File: config.mk
export PLATFORM = sky130hd
export DESIGN_NAME = spi_job_io
export DESIGN_NICKNAME = d
export VERILOG_FILES = /design/src/rtl/spi_job_io.sv
export SDC_FILE = /design/constraint.sdc
export NUM_CORES = 1
export LEC_CHECK = 0
export CAP_MARGIN = 20
export CORE_ASPECT_RATIO = 0.7
export CORE_UTILIZATION = 34
export DETAILED_ROUTE_END_ITERATION = 7
export PLACE_DENSITY_LB_ADDON = 0.08
export SLEW_MARGIN = 20
export SYNTH_ARGS = -nofsm -noshare
export SYNTH_HDL_FRONTEND = slang
export SYNTH_SLANG_ARGS = --single-unit
File: constraint.sdc
create_clock -name clk -period 4.5 [get_ports clk]
set_input_delay 0.9 -clock clk [delete_from_list [all_inputs] [get_ports clk]]
set_output_delay 0.9 -clock clk [all_outputs]
set_load 0.01 [all_outputs]
File: src/rtl/spi_job_io.sv
// Two SPI mode-0 slave ports: SPI0 loads job config, SPI1 daisy-chains device config or reads out the latched core result.
// Commit/error pulses land one clk after the synchronised cs_n rise; no backpressure, the SPI master paces every frame.
module spi_job_io #(
  parameter int JOB_CONFIG_WIDTH    = 8,
  parameter int DEVICE_CONFIG_WIDTH = 8,
  parameter int RESULT_DATA_WIDTH   = 16,
  parameter int SYNC_STAGES         = 2
) (
  input  logic                           clk,
  input  logic                           reset,
  input  logic                           sck0,
  input  logic                           sdi0,
  input  logic                           cs0_n,
  input  logic                           sck1,
  input  logic                           sdi1,
  output logic                           sdo1,
  input  logic                           cs1_n,
  output logic [JOB_CONFIG_WIDTH-1:0]    job_config,
  output logic                           job_config_valid,
  output logic [DEVICE_CONFIG_WIDTH-1:0] device_config,
  output logic                           device_config_valid,
  output logic                           frame_error,
  input  logic [RESULT_DATA_WIDTH-1:0]   shapool_result,
  input  logic                           shapool_success,
  output logic                           ready
);
  localparam int JW = JOB_CONFIG_WIDTH;
  localparam int DW = DEVICE_CONFIG_WIDTH;
  localparam int RW = RESULT_DATA_WIDTH;
  localparam int MAX_W = (JW > DW) ? ((JW > RW) ? JW : RW) : ((DW > RW) ? DW : RW);
  localparam int CNT_W = $clog2(MAX_W) + 2;
  localparam int SETTLE_MAX = SYNC_STAGES + 1;
  localparam int SETTLE_W = $clog2(SETTLE_MAX + 1);

  logic [SYNC_STAGES-1:0] sck0_sync, sdi0_sync, cs0_sync, sck1_sync, sdi1_sync, cs1_sync;
  logic sck0_s, sdi0_s, cs0_s, sck1_s, sdi1_s, cs1_s;
  logic sck0_d, cs0_d, sck1_d, cs1_d;
  logic [SETTLE_W-1:0] settle_cnt;
  logic armed;

  always_ff @(posedge clk) begin
    if (reset) begin
      sck0_sync  <= '0;
      sdi0_sync  <= '0;
      cs0_sync   <= '1;
      sck1_sync  <= '0;
      sdi1_sync  <= '0;
      cs1_sync   <= '1;
      sck0_d     <= 1'b0;
      cs0_d      <= 1'b1;
      sck1_d     <= 1'b0;
      cs1_d      <= 1'b1;
      settle_cnt <= '0;
    end else begin
      sck0_sync <= {sck0_sync[SYNC_STAGES-2:0], sck0};
      sdi0_sync <= {sdi0_sync[SYNC_STAGES-2:0], sdi0};
      cs0_sync  <= {cs0_sync[SYNC_STAGES-2:0], cs0_n};
      sck1_sync <= {sck1_sync[SYNC_STAGES-2:0], sck1};
      sdi1_sync <= {sdi1_sync[SYNC_STAGES-2:0], sdi1};
      cs1_sync  <= {cs1_sync[SYNC_STAGES-2:0], cs1_n};
      sck0_d    <= sck0_s;
      cs0_d     <= cs0_s;
      sck1_d    <= sck1_s;
      cs1_d     <= cs1_s;
      if (!armed) settle_cnt <= settle_cnt + SETTLE_W'(1);
    end
  end

  assign sck0_s = sck0_sync[SYNC_STAGES-1];
  assign sdi0_s = sdi0_sync[SYNC_STAGES-1];
  assign cs0_s  = cs0_sync[SYNC_STAGES-1];
  assign sck1_s = sck1_sync[SYNC_STAGES-1];
  assign sdi1_s = sdi1_sync[SYNC_STAGES-1];
  assign cs1_s  = cs1_sync[SYNC_STAGES-1];

  // Edges are blanked until the synchronisers hold real pin samples, so a cs_n
  // still low from before reset cannot fake a frame start.
  assign armed = (settle_cnt == SETTLE_W'(SETTLE_MAX));

  logic sck0_rise, cs0_fall, cs0_rise;
  logic sck1_rise, sck1_fall, cs1_fall, cs1_rise;
  assign sck0_rise = armed & sck0_s & ~sck0_d;
  assign cs0_fall  = armed & cs0_d & ~cs0_s;
  assign cs0_rise  = armed & ~cs0_d & cs0_s;
  assign sck1_rise = armed & sck1_s & ~sck1_d;
  assign sck1_fall = armed & ~sck1_s & sck1_d;
  assign cs1_fall  = armed & cs1_d & ~cs1_s;
  assign cs1_rise  = armed & ~cs1_d & cs1_s;

  logic          in_frame0, err0;
  logic [CNT_W-1:0] cnt0;
  logic [JW-1:0] sr0;

  always_ff @(posedge clk) begin
    if (reset) begin
      in_frame0        <= 1'b0;
      cnt0             <= '0;
      sr0              <= '0;
      job_config       <= '0;
      job_config_valid <= 1'b0;
      err0             <= 1'b0;
    end else begin
      job_config_valid <= 1'b0;
      err0             <= 1'b0;
      if (cs0_fall) begin
        in_frame0 <= 1'b1;
        cnt0      <= '0;
        sr0       <= '0;
      end else if (cs0_rise) begin
        in_frame0 <= 1'b0;
        if (in_frame0) begin
          if (cnt0 == CNT_W'(JW)) begin
            job_config       <= sr0;
            job_config_valid <= 1'b1;
          end else begin
            err0 <= 1'b1;
          end
        end
      end else if (sck0_rise && in_frame0) begin
        sr0 <= {sr0[JW-2:0], sdi0_s};
        if (cnt0 != '1) cnt0 <= cnt0 + CNT_W'(1);
      end
    end
  end

  logic          in_frame1, err1, rd_mode, sdo_q, succ_q, succ_d;
  logic [CNT_W-1:0] cnt1;
  logic [DW-1:0] sr1;
  logic [RW-1:0] rd_sr, result;

  always_ff @(posedge clk) begin
    if (reset) begin
      in_frame1           <= 1'b0;
      cnt1                <= '0;
      sr1                 <= '0;
      rd_sr               <= '0;
      rd_mode             <= 1'b0;
      sdo_q               <= 1'b0;
      device_config       <= '0;
      device_config_valid <= 1'b0;
      err1                <= 1'b0;
      ready               <= 1'b0;
      result              <= '0;
      succ_q              <= 1'b0;
      succ_d              <= 1'b0;
    end else begin
      device_config_valid <= 1'b0;
      err1                <= 1'b0;
      succ_q              <= shapool_success;
      succ_d              <= succ_q;
      if (succ_q && !succ_d && !ready) begin
        result <= shapool_result;
        ready  <= 1'b1;
      end
      // Frame type is fixed by ready at the cs1_n fall for the whole frame.
      if (cs1_fall) begin
        in_frame1 <= 1'b1;
        cnt1      <= '0;
        sr1       <= '0;
        rd_mode   <= ready;
        rd_sr     <= result;
        sdo_q     <= ready & result[RW-1];
      end else if (cs1_rise) begin
        in_frame1 <= 1'b0;
        sdo_q     <= 1'b0;
        if (in_frame1) begin
          if (rd_mode) begin
            if (cnt1 >= CNT_W'(RW)) ready <= 1'b0;
            else                    err1  <= 1'b1;
          end else if (cnt1 >= CNT_W'(DW)) begin
            device_config       <= sr1;
            device_config_valid <= 1'b1;
          end else begin
            err1 <= 1'b1;
          end
        end
      end else if (in_frame1) begin
        if (sck1_rise) begin
          if (!rd_mode) sr1 <= {sr1[DW-2:0], sdi1_s};
          if (cnt1 != '1) cnt1 <= cnt1 + CNT_W'(1);
        end
        if (sck1_fall) begin
          if (rd_mode) begin
            sdo_q <= rd_sr[RW-2];
            rd_sr <= {rd_sr[RW-2:0], 1'b0};
          end else begin
            sdo_q <= sr1[DW-1];
          end
        end
      end
    end
  end

  assign sdo1        = sdo_q & ~cs1_s;
  assign frame_error = err0 | err1;
endmodule

==> results.py <==
metrics = {
    "place": {
        "dp_cells": 607,
        "hpwl_um": 5400,
        "postPlaceCellArea_um2": 4570,
        "dp_slack_ns": 1.92,
        "place_congestion": 0.687,
        "io_buffers": 45,
    },
    "pwr": {
        "irDropWorstVdd_uv": 169,
        "p_sw_uw": 403,
        "leakage_nw": 1.72,
        "swShare_pct": 21.3,
        "seqPwrFrac_pct": 50.5,
        "p_total_mw": 1.89,
        "p_int_mw": 1.49,
        "power-per-cell-area_nw_per_um2": 385,
        "clockPowerShare_pct": 44.7,
        "p_comb_share_pct": 4.8,
    },
    "global_routing": {
        "antenna_found_initial": 0,
        "gr-total-overflow": 0,
        "grt_pass1_vias": 2838,
        "globalRouteTotalUtil_pct": 14.5,
        "grt_max_degree": 55,
        "grt_pass1_wl_um": 14100,
    },
    "clocking": {
        "clk_pin_slew_ns": 0.07,
        "clock_latency_ns": 0.34,
        "cts_buffers": 9,
        "cts_setup_buffers": 0,
        "htree_levels": 3,
        "clkSinkCount": 104,
        "cts_tree": "done",
        "post_cts_resized": 0,
        "cts_hold_buf": 0,
        "cts.path.max_buffers": 2,
        "clockRootBuffer": "clkbuf_16",
    },
    "cells_and_area": {
        "diodes": 0,
        "final_common_cell": "dfxtp_1",
        "syn2layout_area_growth_pct": 22.5,
        "fin_nets": 495,
        "drive_above_1_share_pct": 7.64,
        "fin_cells": 624,
        "fin_area_um2": 4920,
        "layout_common_cells": "dfxtp_1, nand2_1, nor2_1",
        "num-fill-cells": 1102,
    },
    "floorplanning": {
        "die-area_um2": 12300,
        "die_w_um": 132,
        "fp.dieH_um": 93.0,
        "row_count": 32,
        "ioPinCount": 46,
        "core_area_um2": 11300,
        "start_util_pct": 35.7,
    },
    "route": {
        "dr.pass1.iters": 4,
        "wl_um": 8160,
        "via_per_inst": 4.75,
        "drt_iter0_drc": 154,
        "drc_errors": 0,
        "wl_per_cell_um": 13.1,
        "antenna_left": 0,
        "vias": 2964,
    },
    "timing": {
        "drv_slew": 0,
        "fin_ws_ns": 1.93,
        "setup_violations": 0,
        "fin_crit_sh_pct": 57.2,
        "final_hold_viol_count": 0,
        "fin_crit_ns": 2.57,
        "fin_worst_skew_ns": 0.00848,
        "worstMarginPinSlew_ns": 1.01,
        "rsz0062_at_grt": "false",
        "max_clock_freq_mhz": 388,
        "setup_tns_ns": 0,
        "slew-limit-headroom_pct": 32.7,
    },
    "worst_setup_path": {
        "worstPathCellList": "ha_1, nand3b_1, o31ai_4, buf_6, nor2_1, a311oi_1",
        "cp_slowest_cell": "nand3b_1",
        "path_delay_family": "simple AND/OR/NAND/NOR gates",
        "criticalPathCategory": "reg2reg",
        "critPathBufInv": 1,
        "worstPathRequired_ns": 4.74,
        "start_kind": "flip-flop",
        "crit_path_end_kind": "flip-flop",
        "crit_fanout": 22,
        "max_stage_delay_ns": 0.67,
        "cp.arrival_ns": 2.81,
    },
    "logic_synthesis": {
        "synth_enable_flop_cells": 0,
        "yosys_register_bits": 104,
        "synth_seq_area_share_pct": 51.8,
        "yosysTopAreaCell": "dfxtp_1",
        "postSynthAreaPerCell_um2": 9.37,
        "synth_area_um2": 4020,
        "ys_async_sr_fraction_pct": 0,
        "synthFlopType": "dfxtp_1",
        "yosysWarnings": 0,
        "synth_fp_nets": 458,
        "synth_top_area_share_pct": 51.8,
        "syn-instance-count": 429,
        "synth_cell_type_count": 48,
        "ys_top_cells_by_area": "dfxtp_1, mux2i_1, nand2_1",
    },
    "worst_hold_path": {
        "hold_class": "reg2reg",
    },
    "outcome": {
        "outcome": "finished, final reports clean",
    },
    "run": {
        "cap_violations": 0,
    },
}
[cells in the mapped netlist (all sizes together) (7+ instances only)]
cell type,n
dfxtp,104
nand2,71
nor2,58
mux2i,36
a21oi,27
nor2b,15
a311oi,14
clkbuf,13
buf,9
nor3,8
or2,8
inv,7
nand3,7
[metrics by stage]
step / hold slack (ns) / utilization [%]
2_1_floorplan: 0.389 / -
3_3_place_gp: 0.398 / 40.6
3_5_place_dp: 0.407 / 40.6
4_1_cts: 0.423 / 43.6
5_1_grt: 0.440 / 43.7
6_report: 0.422 / 43.7
[power by group through the flow]
stage                     logic (mW)  clock network [mW]  registers, mW
after floorplan               0.0574                   0          0.973
after global placement        0.0882                   0          0.977
after detailed placement      0.0904                   0          0.977
after CTS                     0.0913               0.875          0.956
after global routing           0.101               0.915          0.959
final                         0.0903               0.846          0.957
[cell type report]
cell class	instances	area (µm²)	area share, %
Timing Repair Buffer	48	472	9.59
Clock inverter	6	91.3	1.86
Multi-Input combinational cell	296	1820	37.0
Tap cell	153	191	3.89
Clock buffer	10	239	4.86
Inverter	7	26.3	0.534
Sequential cell	104	2080	42.3
[worst paths after layout]
path            startpoint          end  slack [ns]  cells past startpoint
max          settle_cnt[0]    rd_sr[13]        1.93                      6
min            cs0_sync[0]  cs0_sync[1]        0.42                      1
max reg2reg  settle_cnt[0]    rd_sr[13]        1.93                      6
min reg2reg    cs0_sync[0]  cs0_sync[1]        0.42                      1
[per-layer routing]
| layer | wire [µm] | part of all wire, % | global-route usage [%] | vias up |
|---|---|---|---|---|
| met1 | 4660 | 57 | 20.8 | 1385 |
| li1 | - | - | - | 1541 |
| met4 | 60 | 0.74 | 4.36 | 0 |
| met5 | 0 | 0 | 0 | - |
| met2 | 3180 | 39 | 20.4 | 33 |
| met3 | 264 | 3.2 | 4.54 | 5 |
[kinds of logic after synthesis]
logic type | share of synthesized area [%]
compound gates | 10.3
fa+ha+maj | 1.25
flops | 51.8
simple gates | 23.6
xor+xnor | 0.872
buf+inv | 3.18
mux | 8.97
[worst reg2reg max path, delay by kind of cell, from the launching register on]
kind | cells | cell delay (ns)
AND/OR/NAND/NOR | 2 | 0.74
AO/OA/AOI/OAI | 2 | 0.59
adder cells (fa/ha/maj) | 1 | 0.55
flip-flops | 1 | 0.35
buffers and inverters | 1 | 0.26
[registers in the layout, indices dropped and copies added (netlist names), 2 cells and up]
register and count:
cnt1 6, cs1_sync 2, result 16, sr1 8
sck0_sync 2, job_config 8, cnt0 6, rd_sr 15
cs0_sync 2, sdi1_sync 2, sck1_sync 2, sdi0_sync 2
device_config 8, settle_cnt 2, sr0 8
Power figures use the tool's default switching activity.
